### config.mk
export PLATFORM = sky130hd
export DESIGN_NAME = axi_record_packer
export DESIGN_NICKNAME = d
export VERILOG_FILES = /design/src/rtl/merger_pkg.sv /design/src/rtl/axis_out_reg.sv /design/src/rtl/axi_record_packer.sv
export SDC_FILE = /design/constraint.sdc
export NUM_CORES = 2
export LEC_CHECK = 0
export ABC_CLOCK_PERIOD_IN_PS = 5200
export CORE_UTILIZATION = 42
export CTS_CLUSTER_DIAMETER = 120
export DETAILED_ROUTE_END_ITERATION = 16
export PLACE_DENSITY_LB_ADDON = 0.05
export SYNTH_ARGS = -nofsm -noshare
export SYNTH_HDL_FRONTEND = slang
export SYNTH_SLANG_ARGS = --single-unit
### constraint.sdc
create_clock -name m_axis_aclk -period 5.2 [get_ports m_axis_aclk]
set_input_delay 0.78 -clock m_axis_aclk [delete_from_list [all_inputs] [get_ports m_axis_aclk]]
set_output_delay 0.78 -clock m_axis_aclk [all_outputs]
set_load 0.01 [all_outputs]
### src/rtl/merger_pkg.sv
// Shared definitions for the merger-tree output stage: width defaults and
// lane/keep helpers used by the record packer.
package merger_pkg;

  localparam int DEF_SORTER_BIT_WIDTH = 32;
  localparam int LP_KEY_WIDTH         = 32;
  // Widest keep vector the helper can describe (1024-bit stream).
  localparam int LP_MAX_KEEP          = 128;

  function automatic int num_lanes(input int tdata_w, input int rec_w);
    return tdata_w / rec_w;
  endfunction

  // Byte-enable mask for cnt filled lanes, lowest lanes first.
  function automatic logic [LP_MAX_KEEP-1:0] lane_keep(input int cnt, input int bytes_per_lane);
    logic [LP_MAX_KEEP-1:0] mask;
    mask = '0;
    for (int i = 0; i < LP_MAX_KEEP; i++) begin
      mask[i] = (i < cnt * bytes_per_lane);
    end
    return mask;
  endfunction

endpackage

### src/rtl/axis_out_reg.sv
// One-deep AXI4-Stream output register. Loads a beat on load and holds it
// stable until the sink accepts it.
module axis_out_reg
  import merger_pkg::*;
#(
  parameter int DATA_W = 512,
  parameter int KEEP_W = DATA_W / 8
) (
  input  logic              clk,
  input  logic              rst,
  input  logic              load,
  input  logic [DATA_W-1:0] tdata,
  input  logic [KEEP_W-1:0] tkeep,
  input  logic              tlast,
  output logic              m_axis_tvalid,
  input  logic              m_axis_tready,
  output logic [DATA_W-1:0] m_axis_tdata,
  output logic [KEEP_W-1:0] m_axis_tkeep,
  output logic              m_axis_tlast
);

  // load is only raised when the register is empty or draining this edge.
  always_ff @(posedge clk) begin
    if (rst) begin
      m_axis_tvalid <= 1'b0;
      m_axis_tdata  <= '0;
      m_axis_tkeep  <= '0;
      m_axis_tlast  <= 1'b0;
    end else if (load) begin
      m_axis_tvalid <= 1'b1;
      m_axis_tdata  <= tdata;
      m_axis_tkeep  <= tkeep;
      m_axis_tlast  <= tlast;
    end else if (m_axis_tready) begin
      m_axis_tvalid <= 1'b0;
    end
  end

endmodule

### src/rtl/axi_record_packer.sv
// Packs records popped from a show-ahead FIFO into AXI4-Stream beats, closing
// a partial beat with TKEEP/TLAST when the stream-last record arrives.
module axi_record_packer
  import merger_pkg::*;
#(
  parameter int C_AXIS_TDATA_WIDTH = 512,
  parameter int C_SORTER_BIT_WIDTH = DEF_SORTER_BIT_WIDTH
) (
  input  logic                            m_axis_aclk,
  input  logic                            m_axis_areset,
  input  logic                            i_fifo_empty,
  input  logic [C_SORTER_BIT_WIDTH-1:0]   i_fifo_data,
  input  logic                            i_fifo_last,
  output logic                            o_fifo_deq,
  output logic                            m_axis_tvalid,
  input  logic                            m_axis_tready,
  output logic [C_AXIS_TDATA_WIDTH-1:0]   m_axis_tdata,
  output logic [C_AXIS_TDATA_WIDTH/8-1:0] m_axis_tkeep,
  output logic                            m_axis_tlast,
  output logic [31:0]                     o_beat_count,
  output logic                            o_idle
);

  localparam int LP_NUM_LOOPS = num_lanes(C_AXIS_TDATA_WIDTH, C_SORTER_BIT_WIDTH);
  localparam int LP_KEEP_W    = C_AXIS_TDATA_WIDTH / 8;
  localparam int LP_BYTES     = C_SORTER_BIT_WIDTH / 8;
  localparam int LP_CNT_W     = $clog2(LP_NUM_LOOPS + 1);

  if ((C_AXIS_TDATA_WIDTH % C_SORTER_BIT_WIDTH) != 0 || (C_SORTER_BIT_WIDTH % 8) != 0 ||
      LP_KEEP_W > LP_MAX_KEEP) begin : g_param_check
    $error("axi_record_packer: unsupported C_AXIS_TDATA_WIDTH / C_SORTER_BIT_WIDTH combination");
  end

  logic [C_AXIS_TDATA_WIDTH-1:0] acc_data;
  logic [LP_CNT_W-1:0]           cnt;
  logic                          acc_last;
  logic                          acc_full;
  logic                          move;
  logic [LP_CNT_W-1:0]           wr_lane;
  logic [LP_KEEP_W-1:0]          acc_keep;

  assign move       = acc_full & (~m_axis_tvalid | m_axis_tready);
  assign o_fifo_deq = ~i_fifo_empty & (~acc_full | move) & ~m_axis_areset;
  // A pop on a move edge starts the fresh beat at lane 0.
  assign wr_lane    = move ? '0 : cnt;
  assign acc_keep   = LP_KEEP_W'(lane_keep(int'(cnt), LP_BYTES));
  assign o_idle     = (cnt == '0) & ~acc_full & ~m_axis_tvalid;

  always_ff @(posedge m_axis_aclk) begin
    if (m_axis_areset) begin
      acc_data     <= '0;
      cnt          <= '0;
      acc_last     <= 1'b0;
      acc_full     <= 1'b0;
      o_beat_count <= '0;
    end else begin
      if (m_axis_tvalid & m_axis_tready) begin
        o_beat_count <= o_beat_count + 32'd1;
      end
      if (move) begin
        acc_data <= '0;
        cnt      <= '0;
        acc_last <= 1'b0;
        acc_full <= 1'b0;
      end
      // Later assignments win, so a pop overrides its lane of the clear above.
      if (o_fifo_deq) begin
        for (int l = 0; l < LP_NUM_LOOPS; l++) begin
          if (wr_lane == LP_CNT_W'(l)) begin
            acc_data[l*C_SORTER_BIT_WIDTH +: C_SORTER_BIT_WIDTH] <= i_fifo_data;
          end
        end
        cnt      <= wr_lane + LP_CNT_W'(1);
        acc_last <= i_fifo_last;
        acc_full <= i_fifo_last | (wr_lane == LP_CNT_W'(LP_NUM_LOOPS - 1));
      end
    end
  end

  axis_out_reg #(
    .DATA_W (C_AXIS_TDATA_WIDTH),
    .KEEP_W (LP_KEEP_W)
  ) u_out_reg (
    .clk           (m_axis_aclk),
    .rst           (m_axis_areset),
    .load          (move),
    .tdata         (acc_data),
    .tkeep         (acc_keep),
    .tlast         (acc_last),
    .m_axis_tvalid (m_axis_tvalid),
    .m_axis_tready (m_axis_tready),
    .m_axis_tdata  (m_axis_tdata),
    .m_axis_tkeep  (m_axis_tkeep),
    .m_axis_tlast  (m_axis_tlast)
  );

endmodule
==> results.py <==
metrics = {
    "worst_setup_path": {
        "crit_fanout": 26,
        "critPathArrivalTime_ns": 3.01,
        "cp-start-kind": "input port",
        "crit_path_end_kind": "output pin",
        "crit_type": "in -> out",
        "required_ns": 4.42,
    },
    "synth": {
        "synthFlopType": "dfxtp_1",
        "synth_sequential_area_ratio_pct": 54.0,
        "netlist_instances": 4857,
        "yosysUniqueCellTypes": 63,
        "syn_area_mm2": 0.0401,
        "synth_area_per_cell_um2": 8.25,
        "synth-seq-cells": 1081,
        "syn_nets": 4896,
        "yosysWarningCount": 0,
        "ys_async_sr_fraction_pct": 0,
        "synth-edff-count": 0,
    },
    "pwr": {
        "pwr-share-comb_pct": 5.2,
        "p_clk_share_pct": 47.3,
        "power.internal_mw": 13.3,
        "p_switching_mw": 4.25,
        "p_per_area_mw_per_mm2": 349,
        "power.share.switching_pct": 24.2,
        "seqPwrFrac_pct": 47.5,
        "power.leakage_nw": 16.0,
        "peakVddDrop_mv": 0.253,
    },
    "timing": {
        "maxSlewViolCount": 0,
        "setup_ws_ns": 1.41,
        "hold_viol": 0,
        "period_share_pct": 72.9,
        "fin_crit_ns": 3.79,
        "setup_tns_ns": 0,
        "finalClockSkew_ns": 0.0259,
        "rsz0062_at_grt": "false",
        "slew_headroom_pct": 18.2,
        "tightest_slew_ns": 1.23,
        "max_freq_mhz": 264,
        "hold_ws_ns": 0.433,
        "finalSetupViolations": 0,
    },
    "die": {
        "boundaryPins": 649,
        "die_area_mm2": 0.0966,
        "dieHeight_um": 311,
        "core_area_mm2": 0.0939,
        "rows": 112,
        "die_width_um": 311,
        "start_util_pct": 42.7,
    },
    "route": {
        "drt_iter0_markers": 3756,
        "drt-total-wl_um": 155000,
        "wl_per_cell_um": 23.8,
        "detail-route-antenna-nets": 0,
        "route.detailed.drc": 0,
        "via_per_inst": 5.59,
        "num_vias": 36400,
        "drtPass1Iterations": 6,
    },
    "grt": {
        "grt_max_degree": 136,
        "grt.overflow.total": 0,
        "grt_pass1_vias": 32800,
        "track_usage_pct": 30.7,
        "grt_antenna_before_repair": 6,
        "grt_pass1_wl_um": 225000,
    },
    "place": {
        "port_buffers": 648,
        "hpwl_um": 94200,
        "dp_slack_ns": 1.22,
        "gp_congestion": 0.808,
    },
    "clock_network": {
        "cts_resized": 0,
        "cts-buffers-inserted": 115,
        "root_buffer": "clkbuf_16",
        "cts_tree": "done",
        "clk_pin_slew_ns": 0.06,
        "holdBufCountCts": 0,
        "cts.htree.levels": 3,
        "cts_sinks": 1081,
        "clockBufferDepth": 3,
        "clock_latency_ns": 0.70,
        "postCtsSetupRepairBufs": 0,
    },
    "cells_and_area": {
        "syn_to_final_growth_pct": 25.6,
        "area.sequential_mm2": 0.0216,
        "multiInputGateArea_mm2": 0.0161,
        "final_util_pct": 53.6,
        "drive_gt1_share_pct": 6.24,
        "nets": 5199,
        "fillers": 9007,
    },
    "status": {
        "outcome": "complete, no violations",
    },
    "min_path": {
        "hold_class": "reg -> reg",
    },
    "run": {
        "cap_viol_max_count": 0,
    },
}
==> state kept, by name, indices dropped and copies added, names as in the netlist <==
name / count
acc_full: 1
u_out_reg.m_axis_tkeep: 16
acc_last: 1
cnt: 5
u_out_reg.m_axis_tdata: 512
o_beat_count: 32
u_out_reg.m_axis_tlast: 1
acc_data: 512
u_out_reg.m_axis_tvalid: 1
==> layout by cell type, fill, tap and decap left out, types with 29 or more instances in the layout <==
cell type	count
clkbuf_16	116
o21ai_0	95
clkbuf_8	35
o211ai_1	144
mux2i_1	29
clkdlybuf4s50_1	628
nand3_1	378
nand2_1	1280
dfxtp_1	1081
a21oi_1	899
o311ai_0	56
buf_4	60
nand4_1	69
nor3_1	32
nor2_1	50
==> per-stage QoR <==
| stage | total power [mW] | instance area (µm²) | cells |
|---|---|---|---|
| finish | 17.6 | 50300 | 6512 |
| global route | 18.1 | 50300 | 6511 |
| detailed placement | 9.44 | 46500 | 6297 |
| floorplan | 9.02 | 40100 | 4857 |
| CTS | 17.7 | 50300 | 6510 |
| global placement | 9.44 | 46500 | 6297 |
==> power groups by stage <==
stage          logic (mW)  clock network, mW  registers (mW)
2_1_floorplan       0.501                  0            8.52
3_5_place_dp        0.906                  0            8.54
4_1_cts             0.908               8.39            8.35
3_3_place_gp        0.908                  0            8.53
6_report            0.916               8.30            8.35
5_1_grt             0.945               8.76            8.35
==> metal layers <==
| metal | track usage (%) | vias to the layer above | part of all wire [%] |
|---|---|---|---|
| li1 | - | 17200 | - |
| met5 | 0 | - | 0.021 |
| met2 | 49.6 | 1302 | 47 |
| met3 | 5.47 | 186 | 7.1 |
| met4 | 8.77 | 4 | 2.5 |
| met1 | 41.8 | 17700 | 44 |
==> cell families after synthesis <==
family,after synthesis,synth area share [%]
AO/OA/AOI/OAI,1280,18.1
XOR/XNOR,15,0.328
adder cells (fa/ha/maj),2,0.0624
buffers and inverters,546,6.28
flip-flops,1081,54.0
multiplexers,31,0.781
AND/OR/NAND/NOR,1902,20.5
==> area by class of cell <==
cell class / count / share of cell area, %
Clock buffer: 175 / 6.91
Multi-Input combinational cell: 3230 / 31.9
Timing Repair Buffer: 724 / 14.2
Tap cell: 1254 / 3.12
Antenna cell: 2 / 0.00995
Sequential cell: 1081 / 43.0
Clock inverter: 38 / 0.726
Inverter: 8 / 0.0622
==> cells in the mapped netlist (all sizes together) (15+ instances only) <==
master  count  share of area [%]
a21oi     902                 11
a221oi     15               0.33
a311oi     19               0.42
buf       255                3.6
clkbuf    283                2.7
dfxtp    1081                 54
mux2i      29               0.72
nand2    1286                 12
nand2b     18               0.28
nand3     383                4.8
nand4      70                1.1
nor2       54               0.53
nor3       35               0.47
o211ai    146                2.8
o21ai     103                1.3
o311ai     56                1.2
o31ai      15               0.28
or4        15               0.28
==> path summary, 6_finish.rpt <==
| kind | startpoint | end | slack, ns | cells after the start |
|---|---|---|---|---|
| max | m_axis_tready | o_fifo_deq | 1.41 | 5 |
| min reg2reg | acc_data[337]$_SDFF_PP0_ | u_out_reg.m_axis_tdata[337]$_SDFFE_PP0P_ | 0.43 | 2 |
| max reg2reg | u_out_reg.m_axis_tvalid$_SDFFE_PP0P_ | acc_data[79]$_SDFF_PP0_ | 2.01 | 4 |
| min | acc_data[337]$_SDFF_PP0_ | u_out_reg.m_axis_tdata[337]$_SDFFE_PP0P_ | 0.43 | 2 |
==> worst max-delay path, stage by stage <==
cell             delay (ns)
clkdlybuf4s50_1        0.60
nand3b_1               0.38
nand2_4                0.14
clkinv_2               0.43
clkdlybuf4s50_1        0.65
Power figures use the tool's default switching activity.
